## config.mk

```make
export PLATFORM = sky130hd
export DESIGN_NAME = modq_reduce_seq
export DESIGN_NICKNAME = d
export VERILOG_FILES = /design/src/rtl/modq_pkg.sv /design/src/rtl/modq_csub_step.sv /design/src/rtl/modq_reduce_seq.sv
export SDC_FILE = /design/constraint.sdc
export NUM_CORES = 1
export LEC_CHECK = 0
export ABC_AREA = 0
export CAP_MARGIN = 20
export CORE_MARGIN = 4
export CORE_UTILIZATION = 55
export DETAILED_ROUTE_END_ITERATION = 10
export GPL_TIMING_DRIVEN = 1
export PLACE_DENSITY = 0.82
export REMOVE_ABC_BUFFERS = 1
export SLEW_MARGIN = 40
export SYNTH_ARGS = -nofsm -noshare
export SYNTH_HDL_FRONTEND = slang
export SYNTH_SLANG_ARGS = --single-unit
```

## constraint.sdc

```tcl
create_clock -name clock -period 5.75 [get_ports clock]
set_input_delay 1.725 -clock clock [delete_from_list [all_inputs] [get_ports clock]]
set_output_delay 1.725 -clock clock [all_outputs]
set_load 0.005 [all_outputs]
```

## src/rtl/modq_pkg.sv

```systemverilog
// Shared constants, helpers and FSM states for the modulo-Q reducer.
// Imported by the reducer top and its compare-subtract step.
package modq_pkg;

  localparam int Q_DEFAULT = 3329;

  function automatic int qwidth(input int q);
    return $clog2(q + 1);
  endfunction

  typedef enum logic [1:0] {
    IDLE,
    REDUCE,
    FIX,
    DONE
  } state_t;

endpackage

```

## src/rtl/modq_csub_step.sv

```systemverilog
// One restoring compare-subtract step: mag - (Q<<k) when it fits.
// Purely combinational; the top reuses it once per REDUCE cycle.
module modq_csub_step #(
  parameter int N  = 25,
  parameter int Q  = 3329,
  parameter int KW = 4
) (
  input  logic [N-1:0]  mag,
  input  logic [KW-1:0] k,
  output logic [N-1:0]  mag_nx
);

  localparam logic [N:0] Q_X = (N+1)'(Q);

  logic [N:0]   d;
  logic [N:0]   m;
  logic [N-1:0] diff;

  // d is one bit wider than mag so the top shift never truncates;
  // when m >= d the top bit of d is zero, so an N-bit diff is exact.
  always_comb begin
    d      = Q_X << k;
    m      = {1'b0, mag};
    diff   = mag - d[N-1:0];
    mag_nx = (m >= d) ? diff : mag;
  end

endmodule

```

## src/rtl/modq_reduce_seq.sv

```systemverilog
// Sequential signed modulo-Q reducer, canonical or centered residue,
// fixed latency of STEPS+1 edges, valid/ready on both sides.
module modq_reduce_seq
  import modq_pkg::*;
#(
  parameter int N = 25,
  parameter int Q = Q_DEFAULT
) (
  input  logic         clock,
  input  logic         reset,
  input  logic         in_valid,
  output logic         in_ready,
  input  logic [N-1:0] in_data,
  input  logic         cent_mode,
  output logic         out_valid,
  input  logic         out_ready,
  output logic [N-1:0] out_data,
  output logic         busy
);

  localparam int QW    = qwidth(Q);
  localparam int STEPS = N - QW + 1;
  localparam int KW    = (STEPS > 1) ? $clog2(STEPS) : 1;

  localparam logic [KW-1:0] K_TOP  = KW'(STEPS - 1);
  localparam logic [N-1:0]  Q_N    = N'(Q);
  localparam logic [N-1:0]  Q_HALF = N'(Q / 2);

  state_t        state;
  state_t        state_nx;
  logic [N-1:0]  mag;
  logic [N-1:0]  mag_step;
  logic [N-1:0]  in_mag;
  logic          sign;
  logic          mode;
  logic [KW-1:0] k;
  logic [N-1:0]  r_n;
  logic [N-1:0]  fix_val;
  logic [N-1:0]  out_q;

  modq_csub_step #(
    .N  (N),
    .Q  (Q),
    .KW (KW)
  ) u_step (
    .mag    (mag),
    .k      (k),
    .mag_nx (mag_step)
  );

  // Magnitude of the operand; the most negative value wraps to 2^(N-1).
  always_comb begin
    in_mag = in_data[N-1] ? (~in_data + N'(1)) : in_data;
  end

  // Undo the sign on the residue, then fold to centered range if asked.
  always_comb begin
    r_n     = (sign && (mag != '0)) ? (Q_N - mag) : mag;
    fix_val = (mode && (r_n > Q_HALF)) ? (r_n - Q_N) : r_n;
  end

  // State register.
  always_ff @(posedge clock or posedge reset) begin
    if (reset) state <= IDLE;
    else       state <= state_nx;
  end

  // Next-state logic.
  always_comb begin
    state_nx = state;
    unique case (state)
      IDLE:    if (in_valid)  state_nx = REDUCE;
      REDUCE:  if (k == '0)   state_nx = FIX;
      FIX:                    state_nx = DONE;
      DONE:    if (out_ready) state_nx = IDLE;
      default:                state_nx = IDLE;
    endcase
  end

  // Datapath: operand capture, iteration, result register.
  always_ff @(posedge clock or posedge reset) begin
    if (reset) begin
      mag   <= '0;
      sign  <= 1'b0;
      mode  <= 1'b0;
      k     <= '0;
      out_q <= '0;
    end else begin
      unique case (state)
        IDLE: begin
          if (in_valid) begin
            mag  <= in_mag;
            sign <= in_data[N-1];
            mode <= cent_mode;
            k    <= K_TOP;
          end
        end
        REDUCE: begin
          mag <= mag_step;
          if (k != '0) k <= k - KW'(1);
        end
        FIX:     out_q <= fix_val;
        default: ;
      endcase
    end
  end

  assign in_ready  = (state == IDLE);
  assign busy      = (state != IDLE);
  assign out_valid = (state == DONE);
  assign out_data  = out_q;

endmodule
```

==> results.tsv, run 1 <==
metric	value	unit
fin_skew	0.00777	ns
fin_crit	4.77	ns
core	11500	sq um
fin_tns_setup	0	ns
pre_cts_ws	0.896	ns
synth_edf_count	0	
hold_violations	0	
synthFlopType	dfrtp_1	
endpoint_kind	flop	
post-cts-setup-buffers	0	
hold_depth	2	
antenna_found_initial	0	
die_area	13600	sq um
min-delay-start	out_data[15]	
drv_cap	0	
clk_path_buf_depth	2	
drv_slew	0	
ys_ff_latch	58	
wl_per_cell	19.6	um
die_h	117	um
place_hpwl	15.0	mm
yosys_warnings	0	
path_clk_slew	0.06	ns
ioPinCount	58	
yosysUniqueCellTypes	81	
ir_drop	0.477	mV
numCtsBuffers	9	
crit_required	5.95	ns
drtIter0Drc	777	
dieWidth	117	um
ys_seq_area_frac	0.223	
drc	0	
rows	39	
r2r-end	mag[18]	
layout_setup_ws	0.984	ns
grt_max_degree	56	
ant_nets	0	
layout_commonest_cell	nand2_1	
num_vias	6602	
first_pass_iters	8	
start_util	0.565	
insertion_delay	0.33	ns
clockRootBuffer	clkbuf_16	
totalWireLength	19.5	mm
crit_fanout	22	
outcome	finished, final reports clean	
ys_async_sr_fraction	1.00	
synthCells	822	
grt_pass1_vias	6181	
r2r_slack	0.98	ns
critPathKind	reg2reg	
max_freq	210	MHz
area_growth	13.6	%
nNetsFinal	922	
syn_area	6500	sq um
final_util	0.642	
syn_area_per_cell	7.91	sq um
grt_remaining_overflow	0	
cellLeakagePower	2.87	nW
rsz0062_at_grt	no	
cts_tree	built	
htreeDepth	3	
final_cell_mix	nand2_1 (88), nor2_1 (59), dfrtp_1 (58)	
fin_crit_sh	0.829	
ctsResizeCount	0	
n_antenna_cell	0	
max_slew_margin	0.484	
setup_viol	0	
rr_startpoint	k[1]	
hold-worst-slack	0.481	ns
postCtsHoldBufs	0	
startpoint_type	flop	
r2r_cells	17	
vias_per_cell	6.62	
min_path_type	reg2reg	
track_usage	0.289	
drive_gt1_frac	0.0725	
hold_end	out_data[15]	
tightest_slew	0.755	ns
grt_pass1_wl	31.4	mm
clock-sinks	58	
place.gp.congestion	1.01	
powerDensity	716	nW/um^2
arrival	4.97	ns
io_buffer_count	57	
metrics by stage:
step	power [mW]	std cells	area, sq um
global placement	4.59	983	7100
detailed placement	4.64	983	7100
CTS	5.22	998	7390
finish	5.29	998	7390
floorplan	3.56	777	6290
global route	5.71	998	7390
synth_stat cells, types with 4 or more instances:
cell / n / area share
dfrtp_1: 58 / 0.22
a21boi_0: 5 / 0.0058
a21oi_1: 39 / 0.030
nand4_1: 12 / 0.012
xor2_1: 24 / 0.032
mux2_1: 6 / 0.010
and3_1: 4 / 0.0038
nor2_1: 59 / 0.034
o41ai_1: 10 / 0.013
nand3_1: 29 / 0.022
nor4_1: 15 / 0.014
o21ai_0: 48 / 0.037
o31ai_2: 4 / 0.0077
a311oi_1: 4 / 0.0054
buf_2: 10 / 0.0077
nor2b_1: 4 / 0.0038
or3_1: 15 / 0.014
ha_1: 40 / 0.077
o31ai_1: 26 / 0.030
buf_6: 4 / 0.0069
or4_1: 13 / 0.015
xnor2_1: 36 / 0.048
nand2b_1: 11 / 0.011
clkbuf_1: 28 / 0.016
and4_1: 8 / 0.011
o31a_1: 7 / 0.0094
nand2_1: 88 / 0.051
nor3_1: 28 / 0.022
o21ai_1: 7 / 0.0054
o21a_1: 9 / 0.010
a21o_1: 7 / 0.0081
or2_2: 5 / 0.0048
o211ai_1: 7 / 0.0081
o22ai_1: 5 / 0.0048
a31oi_1: 15 / 0.014
inv_1: 32 / 0.018
mux2_2: 17 / 0.029
o311ai_1: 4 / 0.0054
a211oi_1: 7 / 0.0081
mux2i_1: 11 / 0.017
worst max-delay path by stage:
stage                     startpoint            to  slack, ns  depth (start not counted)
after detailed placement  in_data[0]       mag[22]       0.90                         12
after global routing          mag[3]  out_data[21]       0.67                         15
after CTS                       k[1]       mag[18]       1.08                         17
final                           k[1]       mag[18]       0.98                         17
after floorplan                 k[0]        mag[0]       1.18                         16
after global placement    in_data[0]       mag[22]       0.95                         12
area by class of cell:
| cell class | count | area [sq um] |
|---|---|---|
| Sequential cell | 58 | 1450 |
| Timing Repair Buffer | 63 | 628 |
| Clock buffer | 12 | 246 |
| Fill cell | 1011 | 4130 |
| Tap cell | 143 | 179 |
| Clock inverter | 3 | 40.0 |
| Inverter | 34 | 129 |
| Multi-Input combinational cell | 685 | 4710 |
registers in the layout (all words and copies together), names as in the netlist:
name      flops
k             4
state         2
mode          1
sign          1
out_data     25
mag          25
power by group:
group	total, mW	switching (mW)	leakage [nW]	internal [mW]
registers	0.998	0.372	0.692	0.625
clock network	0.540	0.196	0.142	0.344
logic	3.76	2.16	2.04	1.60
total	5.29	2.73	2.87	2.57
cells by family after synthesis:
logic type / share of synthesized area
DFF: 0.223
buffers and inverters: 0.0527
AOI/OAI and AO/OA: 0.265
muxes: 0.0567
xor gates and xnor gates: 0.0808
adders and majority gates: 0.0800
and+or+nand+nor: 0.241
routing by layer:
layer / vias to the layer above / GRT usage / wire length (um)
met5: - / 0 / 0
met4: 0 / 0.123 / 607
met3: 50 / 0.0347 / 1390
met2: 305 / 0.485 / 9140
met1: 3095 / 0.376 / 8410
li1: 3152 / - / -
worst max-delay path, stage by stage, from the launching register on:
cell	delay [ns]
dfrtp_1	0.49
inv_1	0.17
ha_1	0.24
ha_1	0.19
inv_1	0.07
nor2_1	0.11
ha_1	0.20
fa_1	0.22
nor2b_1	0.06
o21a_1	0.18
o21a_1	0.20
o31a_1	0.29
nor4_1	0.58
nor3_1	0.17
or2_2	0.37
o41ai_4	0.48
buf_12	0.25
mux2_1	0.36
No activity file was read; power rests on OpenSTA's default activity.
==> inputs of run 2 (changes only) <==
==> constraint.sdc (replaced) <==
create_clock -name clock -period 4.9 [get_ports clock]
set_input_delay 1.47 -clock clock [delete_from_list [all_inputs] [get_ports clock]]
set_output_delay 1.47 -clock clock [all_outputs]
set_load 0.005 [all_outputs]
==> results.tsv, run 2 (synthesis results as in run 1) <==
metric	value	unit
drc	0	
power_frac_comb	0.727	
busiest_layer	met2	
fill_cells	988	
tightest_slew	0.789	ns
p_clk_frac	0.102	
die_area	13600	sq um
io_buffer_count	57	
grt_pass1_vias	6446	
hold_violations	0	
die_h	117	um
min_path_type	reg2reg	
grt.met1_usage	0.376	
nNetsFinal	942	
setup_viol	0	
fin_crit_sh	0.916	
grt.met3_usage	0.0290	
track_usage	0.291	
core	11500	sq um
critPathKind	reg2reg	
endpoint_kind	flop	
ant_nets	0	
clockRootBuffer	clkbuf_16	
startpoint_type	flop	
p_sw_frac	0.506	
num_vias	6789	
max_slew_margin	0.473	
outcome	finished, final reports clean	
totalWireLength	19.6	mm
rows	39	
p_int	3.12	mW
powerDensity	836	nW/um^2
cts_tree	built	
fin_tns_setup	0	ns
area_growth	16.2	%
cellLeakagePower	2.98	nW
grt_max_degree	56	
grt_remaining_overflow	0	
crit_fanout	20	
clk_path_buf_depth	2	
fin_skew	0.00845	ns
place_hpwl	14.9	mm
vias_per_cell	6.66	
drtIter0Drc	851	
first_pass_iters	6	
crit_required	5.17	ns
wl_per_cell	19.2	um
place.gp.congestion	0.992	
p_seq_frac	0.171	
rsz0062_at_grt	no	
ioPinCount	58	
dieWidth	117	um
layout_commonest_cell	nand2_1	
ir_drop	0.406	mV
arrival	4.76	ns
power.switching	3.20	mW
path_clk_slew	0.05	ns
htreeDepth	3	
drv_slew	0	
numCtsBuffers	9	
max_freq	223	MHz
start_util	0.565	
final_util	0.656	
insertion_delay	0.33	ns
n_antenna_cell	0	
clock-sinks	58	
postCtsHoldBufs	0	
final_cell_mix	nand2_1 (88), nor2_1 (59), dfrtp_1 (58)	
drive_gt1_frac	0.0947	
fin_crit	4.49	ns
grt_pass1_wl	31.6	mm
antenna_found_initial	0	
drv_cap	0	
grt_use_met2	0.502	
run 2: cell count changes in the layout (fill, tap and decap cells not counted), sizes merged:
cell    delta
clkbuf     +2
buf       +20
clkinv     -2
inv        +1
run 2: through the flow:
| stage | power, mW | area [sq um] | std cells | worst slack [ns] | hold slack (ns) |
|---|---|---|---|---|---|
| after floorplan | 4.18 | 6290 | 777 | 0.325 | 0.475 |
| after global placement | 5.41 | 7250 | 1003 | 0.459 | 0.463 |
| after detailed placement | 5.54 | 7250 | 1003 | 0.308 | 0.469 |
| after CTS | 6.22 | 7550 | 1019 | 0.289 | 0.482 |
| after global routing | 6.80 | 7560 | 1019 | 0.0979 | 0.499 |
| final | 6.31 | 7560 | 1019 | 0.412 | 0.479 |
run 2: area by class of cell:
type,instances,area [sq um],share of cell area
Tap cell,143,179,0.0237
Clock buffer,14,264,0.0349
Inverter,34,129,0.0171
Timing Repair Buffer,83,778,0.103
Multi-Input combinational cell,685,4720,0.625
Sequential cell,58,1450,0.192
Clock inverter,2,35.0,0.00464
run 2: timing repair:
item                                    4_1_cts  5_1_grt
endpoints found under the setup margin        0        1
gates resized for setup                       0        1
setup buffers                                 0        0
run 2: path summary, 6_finish.rpt:
path | from | to | slack, ns | depth (start not counted)
worst max register to register | mag[9] | out_data[4] | 0.41 | 14
worst max-delay path | mag[9] | out_data[4] | 0.41 | 14
worst min register to register | out_data[6] | out_data[6] | 0.48 | 2
max in group asynchronous | reset | mag[6] | 2.52 | 3
worst min-delay path | out_data[6] | out_data[6] | 0.48 | 2
min in group asynchronous | reset | out_data[19] | 1.48 | 2
run 2: worst max-delay path, stage by stage (launching register included):
cell and delay (ns):
dfrtp_1 0.57, nor4_4 0.54, nand4_1 0.26, o21ai_2 0.18, nor2_1 0.06, a21oi_1 0.27
ha_1 0.22, inv_1 0.08, or3_1 0.36, mux2i_1 0.22, o21a_1 0.20, o21ai_1 0.13
a2111o_1 0.73, a311oi_1 0.43, a221o_1 0.17
run 2: layer usage:
layer | up-vias | wire (um)
li1 | 3196 | -
met5 | - | 0
met3 | 54 | 1350
met2 | 340 | 9450
met1 | 3199 | 8260
met4 | 0 | 538
run 2: power by group through the flow:
stage	Clock, mW	Sequential [mW]	Combinational, mW
after floorplan	0	1.03	3.15
after global placement	0	1.05	4.36
after detailed placement	0	1.07	4.47
after CTS	0.651	1.07	4.50
after global routing	0.671	1.11	5.02
final	0.646	1.08	4.59
